## config.mk

```make
export PLATFORM = sky130hd
export DESIGN_NAME = accum_rmw_ctrl
export DESIGN_NICKNAME = d
export VERILOG_FILES = /design/src/rtl/accum_rmw_ctrl.sv
export SDC_FILE = /design/constraint.sdc
export NUM_CORES = 2
export LEC_CHECK = 0
export ABC_CLOCK_PERIOD_IN_PS = 8500
export CAP_MARGIN = 0
export CORE_MARGIN = 5
export CORE_UTILIZATION = 40
export CTS_BUF_LIST = sky130_fd_sc_hd__clkbuf_4
export DETAILED_ROUTE_END_ITERATION = 8
export PLACE_DENSITY_LB_ADDON = 0.3
export RECOVER_POWER = 50
export SLEW_MARGIN = 20
export SYNTH_ARGS = -nofsm -noshare
export SYNTH_HDL_FRONTEND = slang
export SYNTH_SLANG_ARGS = --single-unit
```

## constraint.sdc

```tcl
create_clock -name clk -period 8.5 [get_ports clk]
set_input_delay 1.7 -clock clk [delete_from_list [all_inputs] [get_ports clk]]
set_output_delay 1.7 -clock clk [all_outputs]
set_load 0.03 [all_outputs]
```

## src/rtl/accum_rmw_ctrl.sv

```systemverilog
// accum_rmw_ctrl: per-column read-modify-write initiator for the accumulator table.
// Ports: clk/reset (sync, active-high); start + base_addr/num_rows/overwrite pass config;
// psum_valid/psum_data skewed column inputs; tbl_rd_* / tbl_wr_* table ports (1-cycle read latency);
// busy (RUN or DRAIN), done (1-cycle end-of-pass pulse), err (sticky protocol error).
// Build option: define ACCUM_RMW_SAT_EN for a signed saturating adder instead of wrap-around.
module accum_rmw_ctrl #(
  parameter int DATA_WIDTH = 8,
  parameter int MAX_OUT_ROWS = 128,
  parameter int MAX_OUT_COLS = 128,
  parameter int SYS_ARR_COLS = 16,
  localparam int NUM_ACCUM_ROWS = MAX_OUT_ROWS * (MAX_OUT_COLS / SYS_ARR_COLS),
  localparam int ADDR_W = $clog2(NUM_ACCUM_ROWS)
) (
  input  logic                               clk,
  input  logic                               reset,
  input  logic                               start,
  input  logic [ADDR_W-1:0]                  base_addr,
  input  logic [ADDR_W:0]                    num_rows,
  input  logic                               overwrite,
  input  logic [SYS_ARR_COLS-1:0]            psum_valid,
  input  logic [DATA_WIDTH*SYS_ARR_COLS-1:0] psum_data,
  output logic [SYS_ARR_COLS-1:0]            tbl_rd_en,
  output logic [ADDR_W*SYS_ARR_COLS-1:0]     tbl_rd_addr,
  input  logic [DATA_WIDTH*SYS_ARR_COLS-1:0] tbl_rd_data,
  output logic [SYS_ARR_COLS-1:0]            tbl_wr_en,
  output logic [ADDR_W*SYS_ARR_COLS-1:0]     tbl_wr_addr,
  output logic [DATA_WIDTH*SYS_ARR_COLS-1:0] tbl_wr_data,
  output logic                               busy,
  output logic                               done,
  output logic                               err
);
  localparam int C = SYS_ARR_COLS;
  localparam int W = DATA_WIDTH;
  localparam int A = ADDR_W;
  typedef enum logic [1:0] {IDLE, RUN, DRAIN} state_t;
  state_t state_q, state_d;
  logic [A-1:0] base_q, base_d;
  logic [A:0] rows_q, rows_d;
  logic ovw_q, ovw_d, err_q, err_d, done_q, done_d, viol, all_full;
  logic [C-1:0][A:0] r_q, r_d;
  logic [C-1:0] s1_v_q, s1_v_d, s2_v_q, s2_v_d, wr_v_q, wr_v_d, acc;
  logic [C-1:0][A-1:0] s1_a_q, s1_a_d, s2_a_q, s2_a_d, wr_a_q, wr_a_d;
  logic [C-1:0][W-1:0] s1_p_q, s1_p_d, s2_p_q, s2_p_d, wr_p_q, wr_p_d, sum;
  always_comb begin
    state_d = state_q;
    base_d = base_q;
    rows_d = rows_q;
    ovw_d = ovw_q;
    r_d = r_q;
    done_d = 1'b0;
    s1_a_d = s1_a_q;
    s1_p_d = s1_p_q;
    s2_a_d = s2_a_q;
    s2_p_d = s2_p_q;
    wr_a_d = wr_a_q;
    wr_p_d = wr_p_q;
    s1_v_d = '0;
    s2_v_d = s1_v_q;
    wr_v_d = s2_v_q;
    acc = '0;
    sum = '0;
    all_full = 1'b1;
    for (int c = 0; c < C; c++) begin
      acc[c] = state_q == RUN && psum_valid[c] && r_q[c] < rows_q;
      s1_v_d[c] = acc[c];
      if (acc[c]) begin
        s1_a_d[c] = base_q + r_q[c][A-1:0];
        s1_p_d[c] = psum_data[c*W +: W];
        r_d[c] = r_q[c] + 1'b1;
      end
      if (s1_v_q[c]) begin
        s2_a_d[c] = s1_a_q[c];
        s2_p_d[c] = s1_p_q[c];
      end
      sum[c] = ovw_q ? s2_p_q[c] : s2_p_q[c] + tbl_rd_data[c*W +: W];
`ifdef ACCUM_RMW_SAT_EN
      if (!ovw_q && s2_p_q[c][W-1] == tbl_rd_data[c*W+W-1] && sum[c][W-1] != s2_p_q[c][W-1])
        sum[c] = {s2_p_q[c][W-1], {(W-1){~s2_p_q[c][W-1]}}};
`endif
      if (s2_v_q[c]) begin
        wr_a_d[c] = s2_a_q[c];
        wr_p_d[c] = sum[c];
      end
      all_full = all_full && r_d[c] == rows_q;
    end
    viol = |(psum_valid & ~acc);
    err_d = ((state_q == IDLE && start) ? 1'b0 : err_q) | viol;
    if (state_q == IDLE && start) begin
      state_d = RUN;
      base_d = base_addr;
      rows_d = num_rows;
      ovw_d = overwrite;
      r_d = '0;
    end
    if (state_q == RUN && all_full) state_d = DRAIN;
    if (state_q == DRAIN && s1_v_d == '0 && s2_v_d == '0 && wr_v_d == '0) begin
      state_d = IDLE;
      done_d = 1'b1;
    end
  end
  always_ff @(posedge clk) begin
    if (reset) begin
      state_q <= IDLE;
      base_q <= '0;
      rows_q <= '0;
      ovw_q <= 1'b0;
      err_q <= 1'b0;
      done_q <= 1'b0;
      r_q <= '0;
      s1_v_q <= '0;
      s2_v_q <= '0;
      wr_v_q <= '0;
      s1_a_q <= '0;
      s2_a_q <= '0;
      wr_a_q <= '0;
      s1_p_q <= '0;
      s2_p_q <= '0;
      wr_p_q <= '0;
    end else begin
      state_q <= state_d;
      base_q <= base_d;
      rows_q <= rows_d;
      ovw_q <= ovw_d;
      err_q <= err_d;
      done_q <= done_d;
      r_q <= r_d;
      s1_v_q <= s1_v_d;
      s2_v_q <= s2_v_d;
      wr_v_q <= wr_v_d;
      s1_a_q <= s1_a_d;
      s2_a_q <= s2_a_d;
      wr_a_q <= wr_a_d;
      s1_p_q <= s1_p_d;
      s2_p_q <= s2_p_d;
      wr_p_q <= wr_p_d;
    end
  end
  assign tbl_rd_en = s1_v_q & {C{~ovw_q}};
  assign tbl_rd_addr = s1_a_q;
  assign tbl_wr_en = wr_v_q;
  assign tbl_wr_addr = wr_a_q;
  assign tbl_wr_data = wr_p_q;
  assign busy = state_q != IDLE;
  assign done = done_q;
  assign err = err_q;
endmodule

```

**After elaboration in Yosys (flattened, before gate mapping)**

Index checks and enable logic that the tools add are counted.

- $add $sub $neg: 48
- $lt $le $gt $ge: 16
- Eq/ne operators: 18
- Multiplexer cells: 36
- Bitwise operators: 5
- Reductions and logical operators: 62

Operator list:

| operator | number |
|---|---|
| 11-bit by 1-bit adder with 11-bit output, second input constant | 16 |
| 11-bit equality test | 16 |
| 11-bit < comparator | 16 |
| 11-bit 2-to-1 mux | 16 |
| 10-bit adder | 16 |
| 8-bit adder | 16 |
| 8-bit 2-to-1 mux | 16 |
| 1-bit logical AND | 52 |
| 16-bit zero test | 3 |
| 16-bit AND | 2 |
| 16-bit NOT | 1 |
| 16-bit OR reduction | 1 |
| 2-bit 2-to-1 mux | 2 |
| 2-bit nonzero test | 2 |
| 2-bit OR reduction | 2 |
| 3-bit OR reduction | 1 |
| 2-bit by 1-bit equality test with 1-bit output, second input constant | 1 |
| 2-bit equality test, second input constant | 1 |
| 2-bit zero test | 1 |
| 1-bit 2-to-1 mux | 2 |
| 1-bit NOT | 1 |
| 1-bit OR | 1 |

- Bits in registers: 1,114
- Output and inout port bits: 483
- Logic and storage cells: 307

**Logic depth before layout (Yosys ltp)**

- Depth in word-level cells: 22
- Gate-level depth with buffers: 16
- Gate-level depth less buffers: 14

**Least setup slack after synthesis**

OpenSTA, ideal clock, no wires.

- Kind: in2reg
- Start point: in psum_valid[9]
- End point: reg state_q[1]
- Library setup time: 0.057 ns
- Arrival time: 4.188 ns
- Path slack: 4.255 ns
- Stages: 11
- Path buffers: 0
- Cell sequence: nor2b_1 o2111ai_2 a211oi_1 mux2i_1 o2111ai_1 a2111o_1 or4_1 nor4_1 nand4_1 nor4_1 a21bo_1

- Longest elaborated chain between the ends: 13
- Elaborated cells between the ends (all ways): 19
- Classes of those cells: 1 x eq/ne; 2 x mux; 16 x reduce/logical

RTL lines:

| what | RTL line | text |
|---|---|---|
| from (decl) | 20 | `input logic [SYS_ARR_COLS-1:0] psum_valid,` |
| 1-bit logical AND * (2 in series) | 64 | `acc[c] = state_q == RUN && psum_valid[c] && r_q[c] < rows_q;` |
| 11-bit 2-to-1 mux | 66 | `if (acc[c]) begin` |
| 11-bit equality test | 84 | `all_full = all_full && r_d[c] == rows_q;` |
| 1-bit logical AND (7 in series) | 84 |  |
| 1-bit logical AND | 95 | `if (state_q == RUN && all_full) state_d = DRAIN;` |
| 2-bit 2-to-1 mux or 2-bit nonzero test (tied branches) | n/a |  |
| to (signal assigned) | 120 | `state_q <= state_d;` |
| to (decl) | 36 | `state_t state_q, state_d;` |

Every way passes the cells marked *; elsewhere a longest branch is shown, timed or not.
A chain may end at the register's enable or synchronous reset.

**Worst setup path in the final report**

- Start point: in reset
- End point: reg r_q[90] in the netlist's numbering

- Longest elaborated chain between the ends: 1

RTL lines:

| what | RTL line | text |
|---|---|---|
| from (decl) | 15 | `input logic reset,` |
| 2-bit OR reduction (no source line) | n/a |  |
| to (signal assigned) | 126 | `r_q <= r_d;` |
| to (decl) | 40 | `logic [C-1:0][A:0] r_q, r_d;` |

Every way passes these cells.

==> results <==
- The run finished, with violations left.
- The checks that failed: capacitance limit, slew limit.
- Across the run, the number of max-cap violations was 7.
- Counting the fill cells in the layout gives 13,600.
- The core outline area is 0.143 mm2.
- Setup repair after global routing left no endpoint under its margin.
- TritonCTS built the clock tree.
- The global-route wire length before repair is between 300,000 and 400,000 um.
- In the finished design, the share of the clock period the worst path needs comes to between 80 and 90%.
- After detailed routing, the total wire length is ~220,000 um.
- The total number of clock tree sinks is around 1,100.
- Of the total synthesized cell area, the portion taken by AND, OR, NAND and NOR gates is between 15 and 20%.
- The standard cell with the maximum stage delay on the critical path is sky130_fd_sc_hd__clkbuf_1.
- The max-slew violation count was slightly above 600.
- The internal power contribution is roughly 0.0084 W.
- In this design, the largest share of critical-path delay is due to buffers and inverters.
- Adding up every negative setup slack in the final design gives 0 ns.
- The number of standard-cell rows in the floorplan is about 140.
- STA classifies the critical path startpoint as a primary input.
- The routed design uses about 100,000 um of met2 wire.
- The final layout contains just over 8,000 nets.
- Net switching is between 20% and 30% of the power.
- For the pin with the worst max-slew slack, the measured transition is 4.08 ns.
- The endpoint type of the worst setup path is a register.
- The via count of the first global-routing pass was ~50,000.
- The average via count per standard cell is between 5 and 6.
- The first detailed-routing pass ran for 6 iterations.
- The clock network is responsible for 42.3% of the overall power.
- The post-synthesis async set-or-reset flop share is 0%.
- In this run the power density over the cells is between 150 and 200 mW/mm2.
- Pin placement for this block handled 780 I/O pins.
- The minimum period implied by the final worst setup slack is slightly below 7 ns.
- The maximum achievable frequency is ~150 MHz.
- The residual DRC count is 0.
- The mean cell area of the mapped netlist is slightly below 9 um2.
- Setup violations remaining at the end of the flow were counted as 0.
- The count of nets left with antenna violations once routing finished came out at 0.
- For this block, the via count after detailed routing is 52,200.
- Summed over all layers, the global routing overflow is 0.
- The number of instances resized during post-cts repair is 0.
- The relative contribution of combinational cells to total power is 11.7%.
- Summed over its instances, the top area cell type makes up ~39% of the synthesized netlist area.
- The class of the tightest hold or removal check is reg -> reg.
- The commonest non-fill, non-tap cell in the layout is sky130_fd_sc_hd__dfxtp_1.
- The post-route netlist has between 8 and 9% of its cells at a drive strength greater than 1.
- The signal on the critical path passes through clkbuf_1, nand2b_1, clkbuf_2, nor2_1.
- For this design the static power due to leakage is 27.0 nW.
- The area enclosed by the die boundary is 0.151 mm2.
- The chip width is 389 um.
- The maximum root-to-sink buffer count is 4.
- The net switching power figure is 0.00332 W.
- Among all flip-flop cells after synthesis, the most frequent one is sky130_fd_sc_hd__dfxtp_1.
- The clock transition at the registers of the reported paths is around 0.070 ns.
- The sequential group share of total power is between 40% and 50%.
- The data arrival time of the critical path is roughly 7.9 ns.
- In this run the post-CTS setup repair buffer count came out at 0.
- The Yosys step of the flow raised 0 warnings.
- The placed wire-length estimate after detailed placement is about 170,000 um.
- In this run the worst path has a maximum fanout of 86.
- The H-tree generated during clock tree synthesis spans 5 levels.
- The violation count after the first detailed-route iteration is 4,096.
- Data on the critical path is required at its endpoint by roughly 9.6 ns.
- The critical path buffer and inverter count is 2.
- Global routing used between 20% and 30% of the available tracks.
- By area, the combinational part of the netlist is dominated by simple AND/OR/NAND/NOR gates.
- The setup skew after layout is approximately 0.11 ns.
- The largest total area in the synthesized netlist belongs to sky130_fd_sc_hd__dfxtp_1.
- The final weighted congestion in routability-driven placement is just over 1.
- The category of the critical setup timing path is in -> reg.
- The number of unique standard cell types used by synthesis is between 90 and 100.
- Summing the areas of all compound-gate instances in the mapped netlist gives 13.9% of the synthesized area.
- The share of the synthesized netlist area taken by xor and xnor gates is approximately 6.3%.
- The topmost layer with routed signal wires is met5.
- The total met3 wirelength after detailed routing is between 15,000 and 20,000 um.
- For this configuration, the core starts out at a cell density of roughly 40%.
- The final number of hold-violating endpoints is 0.
- The met1 routed wirelength after detailed routing is roughly 94,000 um.
- The initial antenna violation count is 28.
- Across the VDD grid, the largest voltage drop is slightly above 0.1 mV.
- Clock tree synthesis selected as its root buffer the cell sky130_fd_sc_hd__clkbuf_4.
- Synthesis produced a netlist with a net count of roughly 7,300.
- The synthesized design contains 0 enable-type register cells.
- The post-synthesis cell area is about 0.057 mm2.
- Measured against its own limit, the worst slew margin works out to -172%.
- Synthesis produced a netlist whose cell count is about 6,600.
- At the later pin of the worst-skew pair, clock insertion delay measures ~1.3 ns.
- Ranked by total cell area, the synthesized netlist is headed by sky130_fd_sc_hd__dfxtp_1 39%, sky130_fd_sc_hd__ha_1 9.4%, sky130_fd_sc_hd__mux2i_1 9.1%.
- The post-synthesis sequential area ratio is between 30 and 40%.
- Entering global routing, the biggest net connects around 230 pins.
- The average wire length per cell after detail routing is between 20 and 25 um.
- Total power for the finished layout comes to between 0.01 and 0.015 W.
- The number of CTS-inserted buffers is between 300 and 400.
- The synthesized netlist devotes approximately a tenth of its cell area to adder and majority cells.
- Multiplexer cells account for 9.21% of the synthesized area.
- The number of synthesized register bits is 1,114.
- Relative to the synthesized area, the layout overhead comes to 23.7%.
- Leaving out fill and tap cells, the most frequent cells in the layout are 1,101 x sky130_fd_sc_hd__dfxtp_1, 886 x sky130_fd_sc_hd__nor2_1, 778 x sky130_fd_sc_hd__clkdlybuf4s50_1.
- After clock tree synthesis, the flow added hold-fix buffers numbering 0.
- In this run the tool buffered the top-level ports with approximately 800 buffer cells.
- The floorplan step set the die height to just under 400 um.
- The largest single stage delay on the critical path is approximately 2.8 ns.
==> worst paths after layout <==
kind,startpoint,endpoint,slack (ns),cells past startpoint
worst max-delay path,reset,r_q[90],1.63,4
worst min-delay path,s2_a_q[113],tbl_wr_addr[113],0.44,2
worst max register to register,rows_q[9],state_q[0],2.67,13
worst min register to register,s2_a_q[113],tbl_wr_addr[113],0.44,2
==> tightest hold or removal path, delay by kind of cell (launching register included) <==
kind,cells,cell delay [ns]
muxes,1,0.07
DFF,1,0.33
and+or+nand+nor,1,0.08
==> per-stage QoR <==
stage / util [%] / hold WS [ns] / instances / worst slack, ns / area, um2
detailed placement: 46.9 / 0.446 / 8996 / 2.26 / 67100
global placement: 46.8 / 0.442 / 8996 / 2.27 / 67100
global route: 49.6 / 0.472 / 9561 / 1.28 / 71000
floorplan: - / 0.436 / 6575 / 4.25 / 57400
finish: 49.6 / 0.443 / 9565 / 1.63 / 71000
CTS: 49.6 / 0.436 / 9537 / 2.90 / 71000
==> cell type report <==
type                            instances  area, um2  area share [%]
Clock inverter                         57        272           0.382
Multi-Input combinational cell       4898      33000            46.5
Clock buffer                          484       3630            5.12
Tap cell                             1903       2380            3.35
Inverter                              201        754            1.06
Sequential cell                      1114      22300            31.4
Timing Repair Buffer                  880       8560            12.1
Antenna cell                           28       70.1          0.0987
==> kinds of logic after synthesis <==
group / after synthesis
AND/OR/NAND/NOR: 2256
AO/OA/AOI/OAI: 1247
flip-flops: 1114
buffers and inverters: 563
multiplexers: 527
adder cells (fa/ha/maj): 464
XOR/XNOR: 404
==> cells in the mapped netlist, types with 9 or more instances <==
| library cell | n |
|---|---|
| sky130_fd_sc_hd__a211oi_1 | 90 |
| sky130_fd_sc_hd__a2111oi_0 | 12 |
| sky130_fd_sc_hd__nand4_1 | 52 |
| sky130_fd_sc_hd__nor3_1 | 58 |
| sky130_fd_sc_hd__nor4_1 | 28 |
| sky130_fd_sc_hd__o21ai_0 | 155 |
| sky130_fd_sc_hd__dfxtp_1 | 1114 |
| sky130_fd_sc_hd__nor2b_1 | 161 |
| sky130_fd_sc_hd__nand2b_1 | 48 |
| sky130_fd_sc_hd__inv_1 | 197 |
| sky130_fd_sc_hd__a221oi_1 | 10 |
| sky130_fd_sc_hd__o21bai_1 | 102 |
| sky130_fd_sc_hd__o21ai_1 | 20 |
| sky130_fd_sc_hd__nor3b_1 | 10 |
| sky130_fd_sc_hd__and4_1 | 26 |
| sky130_fd_sc_hd__fa_1 | 32 |
| sky130_fd_sc_hd__nor2_1 | 887 |
| sky130_fd_sc_hd__or3_1 | 29 |
| sky130_fd_sc_hd__xor2_1 | 142 |
| sky130_fd_sc_hd__clkbuf_1 | 302 |
| sky130_fd_sc_hd__mux2i_1 | 520 |
| sky130_fd_sc_hd__a211o_1 | 9 |
| sky130_fd_sc_hd__a21o_1 | 76 |
| sky130_fd_sc_hd__a21oi_1 | 517 |
| sky130_fd_sc_hd__and2_1 | 29 |
| sky130_fd_sc_hd__buf_1 | 46 |
| sky130_fd_sc_hd__a311oi_1 | 18 |
| sky130_fd_sc_hd__and3_1 | 53 |
| sky130_fd_sc_hd__nand3_1 | 94 |
| sky130_fd_sc_hd__o2111ai_1 | 33 |
| sky130_fd_sc_hd__nand2_1 | 739 |
| sky130_fd_sc_hd__buf_2 | 11 |
| sky130_fd_sc_hd__xnor2_1 | 258 |
| sky130_fd_sc_hd__a31oi_1 | 15 |
| sky130_fd_sc_hd__ha_1 | 432 |
| sky130_fd_sc_hd__o211ai_1 | 84 |
==> sequential cells by signal, summed over array words and instances, names as in the netlist, 2 cells and up <==
signal	cells
base_q	10
r_q	176
rows_q	11
s1_p_q	128
s1_v_q	16
s2_a_q	160
s2_p_q	128
s2_v_q	16
state_q	2
tbl_rd_addr	160
tbl_wr_addr	160
tbl_wr_data	128
tbl_wr_en	16
==> routing by layer <==
layer | global-route usage, % | vias up
li1 | - | 24700
met1 | 35.7 | 24900
met2 | 45.6 | 2063
met3 | 6.26 | 570
met4 | 14.4 | 8
met5 | 0 | -
==> power groups by stage <==
| stage | clock, W | sequential, W | combinational (W) |
|---|---|---|---|
| finish | 0.00498 | 0.00541 | 0.00138 |
| detailed placement | 0 | 0.00553 | 0.00136 |
| global route | 0.00544 | 0.00542 | 0.00147 |
| floorplan | 0 | 0.00554 | 0.000737 |
| global placement | 0 | 0.00553 | 0.00135 |
| CTS | 0.00512 | 0.00541 | 0.00137 |
No activity file was read; power rests on OpenSTA's default activity.
